$ cat config.mk
export PLATFORM = sky130hd
export DESIGN_NAME = train_phase_sched
export DESIGN_NICKNAME = d
export VERILOG_FILES = /design/src/rtl/train_phase_sched.sv
export SDC_FILE = /design/constraint.sdc
export NUM_CORES = 1
export LEC_CHECK = 0
export ABC_CLOCK_PERIOD_IN_PS = 7800
export BUFFER_PORTS_ARGS = -buffer_cell sky130_fd_sc_hd__buf_2
export CORE_MARGIN = 2
export CORE_UTILIZATION = 25
export CTS_CLUSTER_SIZE = 8
export DETAILED_ROUTE_END_ITERATION = 12
export PLACE_DENSITY = 0.51
export SLEW_MARGIN = 5
export SYNTH_ARGS = -nofsm -noshare
export SYNTH_HDL_FRONTEND = slang
export SYNTH_SLANG_ARGS = --single-unit
$ cat constraint.sdc
create_clock -name clk -period 7.8 [get_ports clk]
set_input_delay 1.56 -clock clk [delete_from_list [all_inputs] [get_ports clk]]
set_output_delay 1.56 -clock clk [all_outputs]
set_load 0.03 [all_outputs]
$ cat src/rtl/train_phase_sched.sv
// Training-phase scheduler: steps one shared layer engine through forward and
// optional backward passes over all layers, repeated for a programmed iteration count.
module train_phase_sched #(
   parameter int  NUM_LAYERS = 4,
   parameter int  ITER_W     = 16,
   localparam int LAYER_W    = (NUM_LAYERS > 1) ? $clog2(NUM_LAYERS) : 1
) (
   input  logic               clk,
   input  logic               rst_n,
   input  logic               start_i,
   input  logic               backprop_i,
   input  logic [ITER_W-1:0]  num_iter_i,
   input  logic               abort_i,
   output logic               eng_req_o,
   input  logic               eng_ack_i,
   output logic [LAYER_W-1:0] eng_layer_o,
   output logic               eng_bwd_o,
   input  logic               eng_done_i,
   output logic               busy_o,
   output logic               done_o,
   output logic [ITER_W-1:0]  iter_cnt_o
);

   // state    | meaning
   // IDLE     | waiting for start_i
   // FWD_REQ  | forward op on layer_q requested, waiting for eng_ack_i
   // FWD_WAIT | forward op accepted, waiting for eng_done_i
   // BWD_REQ  | backward op on layer_q requested, waiting for eng_ack_i
   // BWD_WAIT | backward op accepted, waiting for eng_done_i
   // DONE     | one-cycle completion pulse, then IDLE
   typedef enum logic [2:0] {
      IDLE, FWD_REQ, FWD_WAIT, BWD_REQ, BWD_WAIT, DONE
   } state_t;

   localparam logic [LAYER_W-1:0] LAST_LAYER = LAYER_W'(NUM_LAYERS - 1);

   state_t              state_q, state_d;
   logic [LAYER_W-1:0]  layer_q, layer_d;
   logic [ITER_W-1:0]   iter_q, iter_d;
   logic [ITER_W-1:0]   num_iter_q, num_iter_d;
   logic                bp_q, bp_d;
   logic                iter_end;

   always_ff @(posedge clk or negedge rst_n) begin
      if (!rst_n) begin
         state_q    <= IDLE;
         layer_q    <= '0;
         iter_q     <= '0;
         num_iter_q <= '0;
         bp_q       <= 1'b0;
      end else begin
         state_q    <= state_d;
         layer_q    <= layer_d;
         iter_q     <= iter_d;
         num_iter_q <= num_iter_d;
         bp_q       <= bp_d;
      end
   end

   always_comb begin
      state_d    = state_q;
      layer_d    = layer_q;
      iter_d     = iter_q;
      num_iter_d = num_iter_q;
      bp_d       = bp_q;
      iter_end   = 1'b0;

      case (state_q)
         IDLE: begin
            if (start_i && !abort_i) begin
               bp_d       = backprop_i;
               num_iter_d = (num_iter_i == '0) ? ITER_W'(1) : num_iter_i;
               layer_d    = '0;
               iter_d     = '0;
               state_d    = FWD_REQ;
            end
         end
         FWD_REQ: begin
            if (eng_ack_i) state_d = FWD_WAIT;
         end
         FWD_WAIT: begin
            if (eng_done_i) begin
               if (layer_q != LAST_LAYER) begin
                  layer_d = layer_q + LAYER_W'(1);
                  state_d = FWD_REQ;
               end else if (bp_q) begin
                  state_d = BWD_REQ;
               end else begin
                  iter_end = 1'b1;
               end
            end
         end
         BWD_REQ: begin
            if (eng_ack_i) state_d = BWD_WAIT;
         end
         BWD_WAIT: begin
            if (eng_done_i) begin
               if (layer_q != '0) begin
                  layer_d = layer_q - LAYER_W'(1);
                  state_d = BWD_REQ;
               end else begin
                  iter_end = 1'b1;
               end
            end
         end
         DONE: begin
            state_d = IDLE;
         end
         default: begin
            state_d = IDLE;
         end
      endcase

      // iter_q < num_iter_q always holds, so the increment cannot overflow
      if (iter_end) begin
         if ((iter_q + ITER_W'(1)) == num_iter_q) begin
            state_d = DONE;
         end else begin
            iter_d  = iter_q + ITER_W'(1);
            layer_d = '0;
            state_d = FWD_REQ;
         end
      end

      if (abort_i && (state_q != IDLE)) begin
         state_d = IDLE;
         layer_d = layer_q;
         iter_d  = iter_q;
      end
   end

   assign eng_req_o   = (state_q == FWD_REQ) || (state_q == BWD_REQ);
   assign eng_bwd_o   = (state_q == BWD_REQ) || (state_q == BWD_WAIT);
   assign eng_layer_o = layer_q;
   assign busy_o      = (state_q != IDLE);
   assign done_o      = (state_q == DONE);
   assign iter_cnt_o  = iter_q;

endmodule

# After elaboration in Yosys (flattened, before gate mapping)
# Index checks and enable logic that the tools add are counted.
dict set report totals {
  regBits 38
  output_inout_bits 22
  elab_cells 64
}
dict set report op_classes {
  addsub 3
  n_eq_ne 14
  n_mux 31
  n_reduce_logical 11
}
# cell count
set op_table {}
lappend op_table {{two-way mux 16 bit} 5}
lappend op_table {{two-way mux 3 bit} 11}
lappend op_table {{inequality test 4 bit, second input constant} 6}
lappend op_table {{adder 16 x 1 -> 16 bit, second input constant} 1}
lappend op_table {{== test 16 bit} 1}
lappend op_table {{logical NOT 16 bit} 1}
lappend op_table {{case mux 3 bit (5 select lines)} 1}
lappend op_table {{two-way mux 2 bit} 7}
lappend op_table {{AND reduction 7 bit} 1}
lappend op_table {{== test 3 x 2 -> 1 bit, second input constant} 2}
lappend op_table {{== test 3 bit, second input constant} 2}
lappend op_table {{case mux 2 bit (3 select lines)} 1}
lappend op_table {{two-way mux 1 bit} 5}
lappend op_table {{inequality test 5 bit, second input constant} 1}
lappend op_table {{== test 3 x 1 -> 1 bit, second input constant} 1}
lappend op_table {{logical NOT 3 bit} 1}
lappend op_table {{nonzero test 3 bit} 1}
lappend op_table {{adder 2 x 1 -> 2 bit, second input constant} 1}
lappend op_table {{logical AND 1 bit} 2}
lappend op_table {{logical OR 1 bit} 2}
lappend op_table {{inequality test 2 bit, second input constant} 1}
lappend op_table {{case mux 1 bit (2 select lines)} 1}
lappend op_table {{AND reduction 2 bit} 1}
lappend op_table {{nonzero test 2 bit} 1}
lappend op_table {{2 further kinds} 2}

# Depth between registers and ports, before layout
# Gate-level depths: netlist (run 1).
dict set report logic_depth {
  word_depth 6
  depth_mapped 12
}

# Worst setup path after synthesis (run 1)
# Ideal clock, no wire load.
dict set report synth_timing {
  path_kind {reg-to-output}
  startpoint {register state_q[0]}
  endpoint {output port eng_bwd_o}
  t_arrival_ns 1.564
  t_required_ns 6.240
  slack_ns 4.676
  path_stages_with_launch 5
  path_buffers 1
  cell_sequence {dfrtp_1 clkbuf_1 nor2b_1 nand2_1 nand2_1}
}
dict set report synth_between {
  elab_chain_cells 2
  elab_cells_between_ends 3
  classes_between {eq/ne (2); reduce/logical (1)}
}
# element line_no
set synth_lines {}
lappend synth_lines {{from (decl)} 37} ;# state_t state_q, state_d;
lappend synth_lines {{from (signal assigned)} 52} ;# state_q <= state_d;
lappend synth_lines {{== test 3 x 2 -> 1 bit / == test 3 bit (equally long branches)} 133} ;# assign eng_bwd_o = (state_q == BWD_REQ) || (state_q == BWD_WAIT);
lappend synth_lines {{logical OR 1 bit *} 133}
lappend synth_lines {{to (decl)} 17} ;# output logic eng_bwd_o,
# Every way passes the cells marked *; elsewhere a longest branch is shown, timed or not.

# Worst setup path after layout (run 1)
dict set report layout_timing {
  startpoint {register iter_q[7] (netlist: iter_cnt_o[7])}
  endpoint {register iter_q[5] (netlist: iter_cnt_o[5])}
}
dict set report layout_between {
  elab_chain_cells 4
}
# element line_no
set layout_lines {}
lappend layout_lines {{from (decl)} 39} ;# logic [ITER_W-1:0] iter_q, iter_d;
lappend layout_lines {{from (signal assigned)} 54} ;# iter_q <= iter_d;
lappend layout_lines {{adder 16 x 1 -> 16 bit} 116} ;# if ((iter_q + ITER_W'(1)) == num_iter_q) begin
lappend layout_lines {{== test 16 bit} 116}
lappend layout_lines {{two-way mux 16 bit} 116}
lappend layout_lines {{two-way mux 16 bit} 115} ;# if (iter_end) begin
# No other way between the ends.
# A chain may end at the register's enable or synchronous reset.

==> results of run 1 <==
## worst max-delay path, delay by kind of cell, from the launching register on
| kind | cells | cell delay (ps) |
|---|---|---|
| compound gates | 1 | 200 |
| mux | 1 | 250 |
| simple gates | 5 | 2120 |
| flops | 1 | 610 |
## per-layer routing
layer	vias to the layer above	global-route usage [%]
met5	-	0
met4	0	3.917
met3	8	2.788
met2	83	19.18
met1	1202	18.52
li1	1252	-
## cell families after synthesis
kind of cell | count (synthesis)
AOI/OAI and AO/OA | 65
xor gates and xnor gates | 17
adders and majority gates | 2
buffers and inverters | 33
DFF | 38
muxes | 21
and+or+nand+nor | 151
## sequential cells by signal (all words and copies together), names as in the netlist
| name | cells |
|---|---|
| eng_layer_o | 2 |
| num_iter_q | 16 |
| iter_cnt_o | 16 |
| state_q | 3 |
| bp_q | 1 |
## cells in the mapped netlist (4+ instances only)
cell | number | area share [%]
and3_1 | 4 | 0.88
buf_4 | 6 | 1.6
mux2_2 | 20 | 7.9
nand2_1 | 56 | 7.4
buf_2 | 8 | 1.4
nor2_1 | 10 | 1.3
nand3_1 | 28 | 4.9
xnor2_1 | 10 | 3.1
dfrtp_1 | 38 | 33
clkbuf_1 | 11 | 1.5
o211ai_1 | 7 | 1.8
a21o_1 | 6 | 1.6
o21ai_0 | 9 | 1.6
nor2b_1 | 6 | 1.3
inv_1 | 4 | 0.53
nand4_1 | 4 | 0.88
nor3_1 | 12 | 2.1
nor4_1 | 8 | 1.8
and2_1 | 4 | 0.88
xor2_1 | 6 | 1.8
a21oi_1 | 7 | 1.2
o211ai_2 | 8 | 3.5
## path summary, 6_finish.rpt
kind | start | endpoint | slack (ps)
worst max-delay path | iter_cnt_o[7]$_DFFE_PN0N_ | iter_cnt_o[5]$_DFFE_PN0N_ | 4530
worst min-delay path | num_iter_q[0]$_DFFE_PN0P_ | num_iter_q[0]$_DFFE_PN0P_ | 510
worst max register to register | iter_cnt_o[7]$_DFFE_PN0N_ | iter_cnt_o[5]$_DFFE_PN0N_ | 4530
max in group asynchronous | rst_n | num_iter_q[9]$_DFFE_PN0P_ | 5880
min in group asynchronous | rst_n | num_iter_q[2]$_DFFE_PN0P_ | 1380
worst min register to register | num_iter_q[0]$_DFFE_PN0P_ | num_iter_q[0]$_DFFE_PN0P_ | 510
## power by group
part | switching (W) | total (W) | internal, W
clock | 0.0000877 | 0.000238 | 0.000151
sequential | 0.0000857 | 0.000347 | 0.000261
combinational | 0.000215 | 0.000400 | 0.000185
## metrics by stage
step / instances / cell area (um^2) / setup slack [ps] / hold WS (ps)
after CTS: 493 / 3272 / 4547 / 515.4
after global placement: 485 / 3102 / 4623 / 497.9
after floorplan: 327 / 2844 / 4676 / 469.2
after detailed placement: 485 / 3102 / 4563 / 501.8
final: 493 / 3272 / 4525 / 506.4
after global routing: 493 / 3272 / 4340 / 551.9
## final cells by class
type	instances	area [um^2]	share of cell area, %
Multi-Input combinational cell	256	1718	52.50
Sequential cell	38	950.9	29.06
Timing Repair Buffer	47	242.7	7.419
Tap cell	140	175.2	5.354
Clock buffer	5	125.1	3.824
Clock inverter	3	45.04	1.377
Inverter	4	15.01	0.4589
## layout by cell type (no fill, tap or decap), drive strengths merged, types with 8 or more instances in the layout
cell,count
nor2,10
xnor2,10
o211ai,15
nor4,8
nor3,12
a21oi,8
nand3,29
dfrtp,38
buf,47
mux2,20
o21ai,10
nand2,56
==> flow_metrics.py, run 1 <==
metrics = {
    "run_status": {
        "outcome": "finished clean",
    },
    "setup_path": {
        "critPathSlowestCell": "or4_1",
        "worstSetupStartpointType": "flip-flop",
        "max_stage_delay_ps": 800,
        "r2r_cells": 7,
        "endpoint_kind": "flip-flop",
        "worstPathRequired_ps": 8010,
        "crit_chain": "nand4_1 > nor4_1 > mux2i_1 > nand3_1 > or4_1 > and2_4 > o211ai_1",
        "critical_path_arrival_ps": 3480,
        "worstPathMaxFanout": 18,
        "path_class": "flip-flop to flip-flop",
    },
    "timing": {
        "rsz0062_at_grt": "no",
        "tns_ps": 0,
        "finalClockSkew_ps": 1.821,
        "final_max_slew_viol_count": 0,
        "finalCriticalPeriod_ps": 3275,
        "period_share_pct": 41.98,
        "worst_pin_slew_ps": 861.5,
        "setup_viol": 0,
        "maxSlewHeadroom_pct": 42.57,
        "clock.fmax_mhz": 305.4,
        "final-hold-violation-count": 0,
    },
    "drt": {
        "met1_length_mm": 3.787,
        "vias_per_cell": 5.162,
        "first_iter_violations": 225,
        "avgRoutedWirePerCell_um": 15.80,
        "final_antenna_net_count": 0,
        "vias": 2545,
        "routed.top_layer": "met4",
        "wl_met3_um": 448,
        "route.met2.wl_mm": 3.431,
        "firstDrtPassIters": 4,
        "wl_mm": 7.789,
        "drc": 0,
    },
    "clocking": {
        "root_buffer": "clkbuf_16",
        "cts_tree": "done",
        "clock-sinks": 38,
        "ctsHoldBuffers": 0,
        "post_cts_resized": 0,
        "cts-buffers-inserted": 5,
        "h-tree-depth": 2,
        "postCtsSetupBuffers": 0,
        "clkTransAtPathRegs_ps": 60,
        "clock_path_buffers": 2,
        "clk_latency_ps": 290,
    },
    "yosys": {
        "yosys_warnings": 0,
        "synth_ff_type": "dfrtp_1",
        "synth_edf_count": 0,
        "synthCells": 327,
        "yosys.cell_types.count": 59,
        "synth_mux_area_share_pct": 8.271,
        "netlist_area_mm2": 0.002844,
        "synth_fa_ha_area_share_pct": 0.7919,
        "synth_async_sr_flop_share_pct": 100.0,
        "syn_nets": 351,
        "ys_seq_area_share_pct": 33.44,
        "synth_compound_area_share_pct": 18.21,
        "yosys.area_share.xor_xnor_pct": 5.719,
        "synth_top_family_by_area": "simple AND/OR/NAND/NOR gates",
        "ys_seq_elements": 38,
        "yosys.area_share.simple_pct": 27.23,
        "syn_avg_cell_area_um2": 8.697,
    },
    "place": {
        "port_buffers": 44,
        "gp_congestion": 0.8766,
        "dpl.hpwl_mm": 5.647,
    },
    "floorplanning": {
        "core.rowCount": 38,
        "dieHeight_um": 110.7,
        "die_area_mm2": 0.01224,
        "core-area_mm2": 0.01098,
        "die_x_um": 110.7,
        "initial_core_util_pct": 25.89,
        "ios": 45,
    },
    "global_route": {
        "grt_max_degree": 39,
        "track_usage_pct": 12.85,
        "grt_pass1_wl_mm": 12.98,
        "first_global_vias": 2453,
        "antenna_found_initial": 0,
        "grt-ovfl-total": 0,
    },
    "flow_run": {
        "drv_cap": 0,
    },
    "pwr": {
        "power.total_w": 0.0009855,
        "p_leak_nw": 1.400,
        "ir_drop_uv": 132.3,
        "p_per_area_mw_per_mm2": 301.2,
    },
    "min_path": {
        "hp-class": "flip-flop to flip-flop",
        "min_path_cells": 2,
    },
    "layout": {
        "antenna_cells": 0,
        "nets": 376,
        "layout-drive-gt1-share_pct": 25.78,
        "fill_cells": 1146,
        "post-route-util_pct": 29.79,
        "syn_to_final_growth_pct": 15.05,
    },
}
No activity file was read; power rests on OpenSTA's default activity.
==> run 2: changes to the inputs <==
- ABC_AREA: not set -> 1
- ABC_CLOCK_PERIOD_IN_PS: 7800 -> 2800
- PLACE_DENSITY: 0.51 -> 0.52
- clock period: 7.8 -> 2.8 ns (I/O delays scaled with it)
==> run 2 against run 1 <==
  * Core utilization up 0.57 points
  * Setup slack worse by 4200 ps
  * Clock skew up 17 ps
  * Largest power group unchanged
  * Area after synthesis down 5.8%
  * Largest cell class unchanged
  * Sequential share of layout area up 1.1 points
  * Critical path type unchanged
  * Synthesized cell count up 29%
==> flow_metrics.py, run 2 <==
metrics = {
    "run_status": {
        "outcome": "finished clean",
    },
    "timing": {
        "period_share_pct": 87.65,
        "whs_ps": 378.6,
        "finalCriticalPeriod_ps": 2454,
        "rsz0062_at_grt": "no",
        "worst_pin_slew_ps": 895.9,
        "clock.fmax_mhz": 407.5,
        "tns_ps": 0,
        "fin_ws_ps": 345.9,
        "final-hold-violation-count": 0,
        "final_max_slew_viol_count": 0,
        "maxSlewHeadroom_pct": 40.27,
        "setup_viol": 0,
        "finalClockSkew_ps": 18.34,
    },
    "floorplanning": {
        "dieHeight_um": 107.5,
        "initial_core_util_pct": 25.84,
        "die_x_um": 107.5,
        "ios": 45,
        "die_area_mm2": 0.01156,
        "core-area_mm2": 0.01037,
        "core.rowCount": 37,
    },
    "flow_run": {
        "drv_cap": 0,
    },
    "min_path": {
        "hp-class": "input port to async pin",
    },
    "setup_path": {
        "rr_startpoint": "iter_cnt_o[0]$_DFFE_PN0N_",
        "worstSetupStartpointType": "flip-flop",
        "worstPathMaxFanout": 19,
        "r2r_cells": 16,
        "r2r_setup_slack_ps": 350,
        "reg2reg_to": "iter_cnt_o[14]$_DFFE_PN0N_",
        "worstPathRequired_ps": 2980,
        "endpoint_kind": "flip-flop",
        "critical_path_arrival_ps": 2640,
        "path_class": "flip-flop to flip-flop",
    },
    "clocking": {
        "clock-sinks": 38,
        "clock_path_buffers": 2,
        "ctsHoldBuffers": 0,
        "postCtsSetupBuffers": 0,
        "clk_latency_ps": 310,
        "cts-buffers-inserted": 5,
        "h-tree-depth": 2,
        "cts_tree": "done",
        "post_cts_resized": 0,
        "clkTransAtPathRegs_ps": 90,
        "root_buffer": "clkbuf_8",
    },
    "layout": {
        "layout-drive-gt1-share_pct": 15.63,
        "final_common_cell": "nand2_1",
        "fin_cells": 603,
        "nets": 490,
        "syn_to_final_growth_pct": 17.46,
        "final_cell_mix": "nand2_1, nand3_1, inv_1",
        "antenna_cells": 0,
    },
    "pwr": {
        "ir_drop_uv": 225.5,
        "p_leak_nw": 1.619,
        "power.total_w": 0.002945,
        "p_per_area_mw_per_mm2": 935.7,
    },
    "yosys": {
        "yosys_warnings": 0,
        "synth_top_area_share_pct": 35.48,
        "synth_edf_count": 0,
        "synth_most_common_cell": "nand2_1",
        "syn_avg_cell_area_um2": 6.351,
        "yosys-top-cells-area": "dfrtp_1, nand2_1, nand3_1",
        "synth_async_sr_flop_share_pct": 100.0,
        "synthCells": 422,
        "syn_nets": 446,
        "ys_seq_area_share_pct": 35.48,
        "synth_area_leader_cell": "dfrtp_1",
        "yosys-top-cells-count": "nand2_1, nand3_1, inv_1, dfrtp_1, nor2_1",
        "synth_ff_type": "dfrtp_1",
        "yosys.cell_types.count": 31,
        "ys_seq_elements": 38,
        "netlist_area_mm2": 0.002680,
    },
    "place": {
        "dpl.hpwl_mm": 5.742,
        "dp_cells": 595,
        "gp_congestion": 0.8942,
        "place_ws_ps": 382.0,
        "port_buffers": 44,
    },
    "drt": {
        "avgRoutedWirePerCell_um": 12.28,
        "wl_mm": 7.405,
        "vias": 2702,
        "final_antenna_net_count": 0,
        "drc": 0,
        "first_iter_violations": 181,
        "firstDrtPassIters": 5,
        "vias_per_cell": 4.481,
    },
    "global_route": {
        "grt_max_degree": 39,
        "first_global_vias": 2538,
        "antenna_found_initial": 0,
        "grt-ovfl-total": 0,
        "track_usage_pct": 13.46,
        "grt_pass1_wl_mm": 12.29,
    },
}
-- run 2: changes by cell type after synthesis, sizes merged, moves of 8 or more --
cell / delta
nand3: +26
nor3: -11
nand2: +133
buf: -14
o211ai: -15
xnor2: -8
o21ai: +8
mux2: -20
nor2: +21
inv: +43
-- run 2: layer usage --
metal | wire [um] | GRT usage, % | up-vias
met5 | 0 | 0 | -
met4 | 72 | 4.762 | 0
li1 | - | - | 1431
met3 | 317 | 1.755 | 8
met2 | 3251 | 20.98 | 64
met1 | 3764 | 19.04 | 1199
-- run 2: kinds of logic after synthesis --
logic type,Yosys count,synth area share [%]
AO/OA/AOI/OAI,29,6.069
XOR/XNOR,4,1.307
adder cells (fa/ha/maj),1,0.4668
buffers and inverters,58,8.870
flip-flops,38,35.48
AND/OR/NAND/NOR,292,47.81
-- run 2: stage by stage --
step,area [um^2],utilization [%]
after CTS,3148,30.36
final,3148,30.36
after floorplan,2680,-
after global routing,3148,30.36
after detailed placement,3039,29.31
after global placement,3039,29.31
-- run 2: layout make-up --
type,count,area [um^2]
fill,1158,7222
clock inverter,3,40.04
tap,136,170.2
sequential,38,950.9
timing repair buffer,48,250.2
clock buffer,5,68.82
inverter,47,176.4
multi-input combinational,326,1491
-- run 2: how the worst max path moves through the flow --
stage / start / endpoint / slack [ps] / depth (start not counted)
after global routing: iter_cnt_o[0]$_DFFE_PN0N_ / iter_cnt_o[7]$_DFFE_PN0N_ / 40 / 16
final: iter_cnt_o[0]$_DFFE_PN0N_ / iter_cnt_o[14]$_DFFE_PN0N_ / 350 / 16
after detailed placement: iter_cnt_o[0]$_DFFE_PN0N_ / iter_cnt_o[14]$_DFFE_PN0N_ / 380 / 16
after CTS: iter_cnt_o[0]$_DFFE_PN0N_ / iter_cnt_o[14]$_DFFE_PN0N_ / 330 / 16
after floorplan: iter_cnt_o[1]$_DFFE_PN0N_ / iter_cnt_o[8]$_DFFE_PN0N_ / 570 / 17
after global placement: iter_cnt_o[0]$_DFFE_PN0N_ / iter_cnt_o[2]$_DFFE_PN0N_ / 380 / 16
-- run 2: critical path, cell delays in order (launching register included) --
cell and delay (ps):
dfrtp_1 460, ha_1 240, nand2_2 100, nor2_4 160, nand2_1 90, nor2_1 90
nand2_1 80, nand2_1 130, nand2_1 60, nand2_1 50, nand2_1 90, nor2_2 160
nand3_4 190, nand2_4 230, nand2_1 70, nand3_1 80, nand2_1 50
-- run 2: report_power, final --
group          leakage [nW]  switching [W]  internal [W]  total (W)
combinational          1.07       0.000962      0.000471    0.00143
clock                0.0579       0.000218      0.000263   0.000481
sequential            0.495       0.000270      0.000763    0.00103
total                  1.62        0.00145       0.00150    0.00295
==> run 3: changes to the inputs <==
- BUFFER_PORTS_ARGS: -buffer_cell sky130_fd_sc_hd__buf_2 -> not set
- CORE_UTILIZATION: 25 -> 55
- DONT_BUFFER_PORTS: not set -> 1
- PLACE_DENSITY: 0.52 -> 0.82
==> run 3 against run 2 <==
  * Global-route usage rose by 12 points
  * Design area down 6.8%
  * Combinational power about the same
  * Critical path type unchanged
==> flow_metrics.py, run 3 (synthesis gave the netlist of run 2 again) <==
metrics = {
    "run_status": {
        "outcome": "finished clean",
    },
    "global_route": {
        "grt_max_degree": 39,
        "antenna_found_initial": 0,
        "grt-ovfl-total": 0,
        "grt_pass1_wl_mm": 10.68,
        "first_global_vias": 2320,
        "track_usage_pct": 25.41,
    },
    "clocking": {
        "clk_latency_ps": 290,
        "clkTransAtPathRegs_ps": 70,
        "clock_path_buffers": 2,
        "cts-buffers-inserted": 5,
        "h-tree-depth": 2,
        "cts_tree": "done",
        "root_buffer": "clkbuf_8",
        "post_cts_resized": 0,
        "postCtsSetupBuffers": 0,
        "ctsHoldBuffers": 1,
        "clock-sinks": 38,
    },
    "layout": {
        "layout-drive-gt1-share_pct": 9.382,
        "final_common_cell": "nand2_1",
        "antenna_cells": 0,
        "fill_cells": 437,
        "nets": 461,
        "syn_to_final_growth_pct": 9.477,
        "final_cell_mix": "nand2_1, nand3_1, inv_1",
        "final_area_mm2": 0.002934,
    },
    "drt": {
        "wl_mm": 6.277,
        "firstDrtPassIters": 4,
        "drc": 0,
        "vias": 2642,
        "vias_per_cell": 5.242,
        "avgRoutedWirePerCell_um": 12.45,
        "final_antenna_net_count": 0,
        "first_iter_violations": 207,
    },
    "timing": {
        "clock.fmax_mhz": 412.6,
        "setup_viol": 0,
        "period_share_pct": 86.55,
        "worst_pin_slew_ps": 712.9,
        "final-hold-violation-count": 0,
        "maxSlewHeadroom_pct": 52.42,
        "whs_ps": 94.43,
        "tns_ps": 0,
        "finalCriticalPeriod_ps": 2424,
        "rsz0062_at_grt": "no",
        "fin_ws_ps": 376.5,
        "final_max_slew_viol_count": 0,
        "finalClockSkew_ps": 6.780,
    },
    "setup_path": {
        "r2r_cells": 15,
        "worstPathRequired_ps": 2990,
        "path_class": "flip-flop to flip-flop",
        "endpoint_kind": "flip-flop",
        "cp_top_family": "simple AND/OR/NAND/NOR gates",
        "max_stage_delay_ps": 640,
        "critPathSlowestCell": "dfrtp_1",
        "cp.depth": 15,
        "crit_chain": "nand2_1 > nor2_4 > nand2_2 > nor2_1 > nand2_1 > nand2_1 > nand2_1 > nand2_1 > nand2_1 > nor2_2 > nand3_4 > nand2_4 > nand2_1 > nand3_1 > nand2_1",
        "worstSetupStartpointType": "flip-flop",
        "worstPathMaxFanout": 19,
        "cpMostUsedCell": "nand2_1",
        "critical_path_arrival_ps": 2610,
        "crit_buf_inv": 0,
    },
    "place": {
        "post_dp_cell_area_mm2": 0.002838,
        "port_buffers": 0,
        "dpl.hpwl_mm": 4.772,
        "gp_congestion": 0.8910,
        "place_ws_ps": 398.0,
    },
    "flow_run": {
        "drv_cap": 0,
    },
    "floorplanning": {
        "die_area_mm2": 0.005447,
        "dieHeight_um": 73.81,
        "initial_core_util_pct": 56.74,
        "core-area_mm2": 0.004723,
        "die_x_um": 73.81,
        "core.rowCount": 25,
        "ios": 45,
    },
    "min_path": {
        "hp-class": "input port to async pin",
    },
    "pwr": {
        "p_leak_nw": 1.481,
        "p_per_area_mw_per_mm2": 945.0,
        "power.total_w": 0.002773,
        "ir_drop_uv": 477.2,
    },
}
==> run 3: cell count changes in the layout (fill, tap and decap cells not counted), sizes merged <==
cell    previous run  this run
buf               48        19
bufinv             1         0
clkbuf             5         7
clkinv             2         0
==> run 3: power breakdown <==
| group | leakage (nW) | switching (W) | internal (W) | total [W] |
|---|---|---|---|---|
| clock | 0.0383 | 0.000179 | 0.000171 | 0.000350 |
| combinational | 0.948 | 0.000931 | 0.000476 | 0.00141 |
| sequential | 0.495 | 0.000251 | 0.000764 | 0.00101 |
==> run 3: stage by stage <==
step           util, %  instances
6_report         62.12        504
5_1_grt          62.12        504
4_1_cts          62.12        504
3_5_place_dp     60.08        496
3_3_place_gp     60.08        496
2_1_floorplan        -        422
==> run 3: cell type report <==
type	count	area, um^2	area share [%]
well taps	67	83.83	2.857
multi-input cells	326	1491	50.83
inverters	47	176.4	6.013
repair buffers	19	155.1	5.288
flip-flops and latches	38	950.9	32.41
clock buffers	7	76.32	2.601
==> run 3: final timing paths <==
| kind | startpoint | to | slack [ps] |
|---|---|---|---|
| setup / recovery | iter_cnt_o[2]$_DFFE_PN0N_ | iter_cnt_o[4]$_DFFE_PN0N_ | 380 |
| hold / removal | rst_n | iter_cnt_o[15]$_DFFE_PN0N_ | 90 |
| hold reg to reg | num_iter_q[7]$_DFFE_PN0P_ | num_iter_q[7]$_DFFE_PN0P_ | 490 |
| max in group asynchronous | rst_n | num_iter_q[8]$_DFFE_PN0P_ | 2510 |
| setup reg to reg | iter_cnt_o[2]$_DFFE_PN0N_ | iter_cnt_o[4]$_DFFE_PN0N_ | 380 |
| min in group clk | num_iter_i[6] | num_iter_q[6]$_DFFE_PN0P_ | 390 |
==> run 3: metal layers <==
layer	global-route usage, %	part of all wire [%]
met5	0	0
met4	8.687	2.1
met3	5.898	8.4
met2	38.10	43
met1	36.02	46
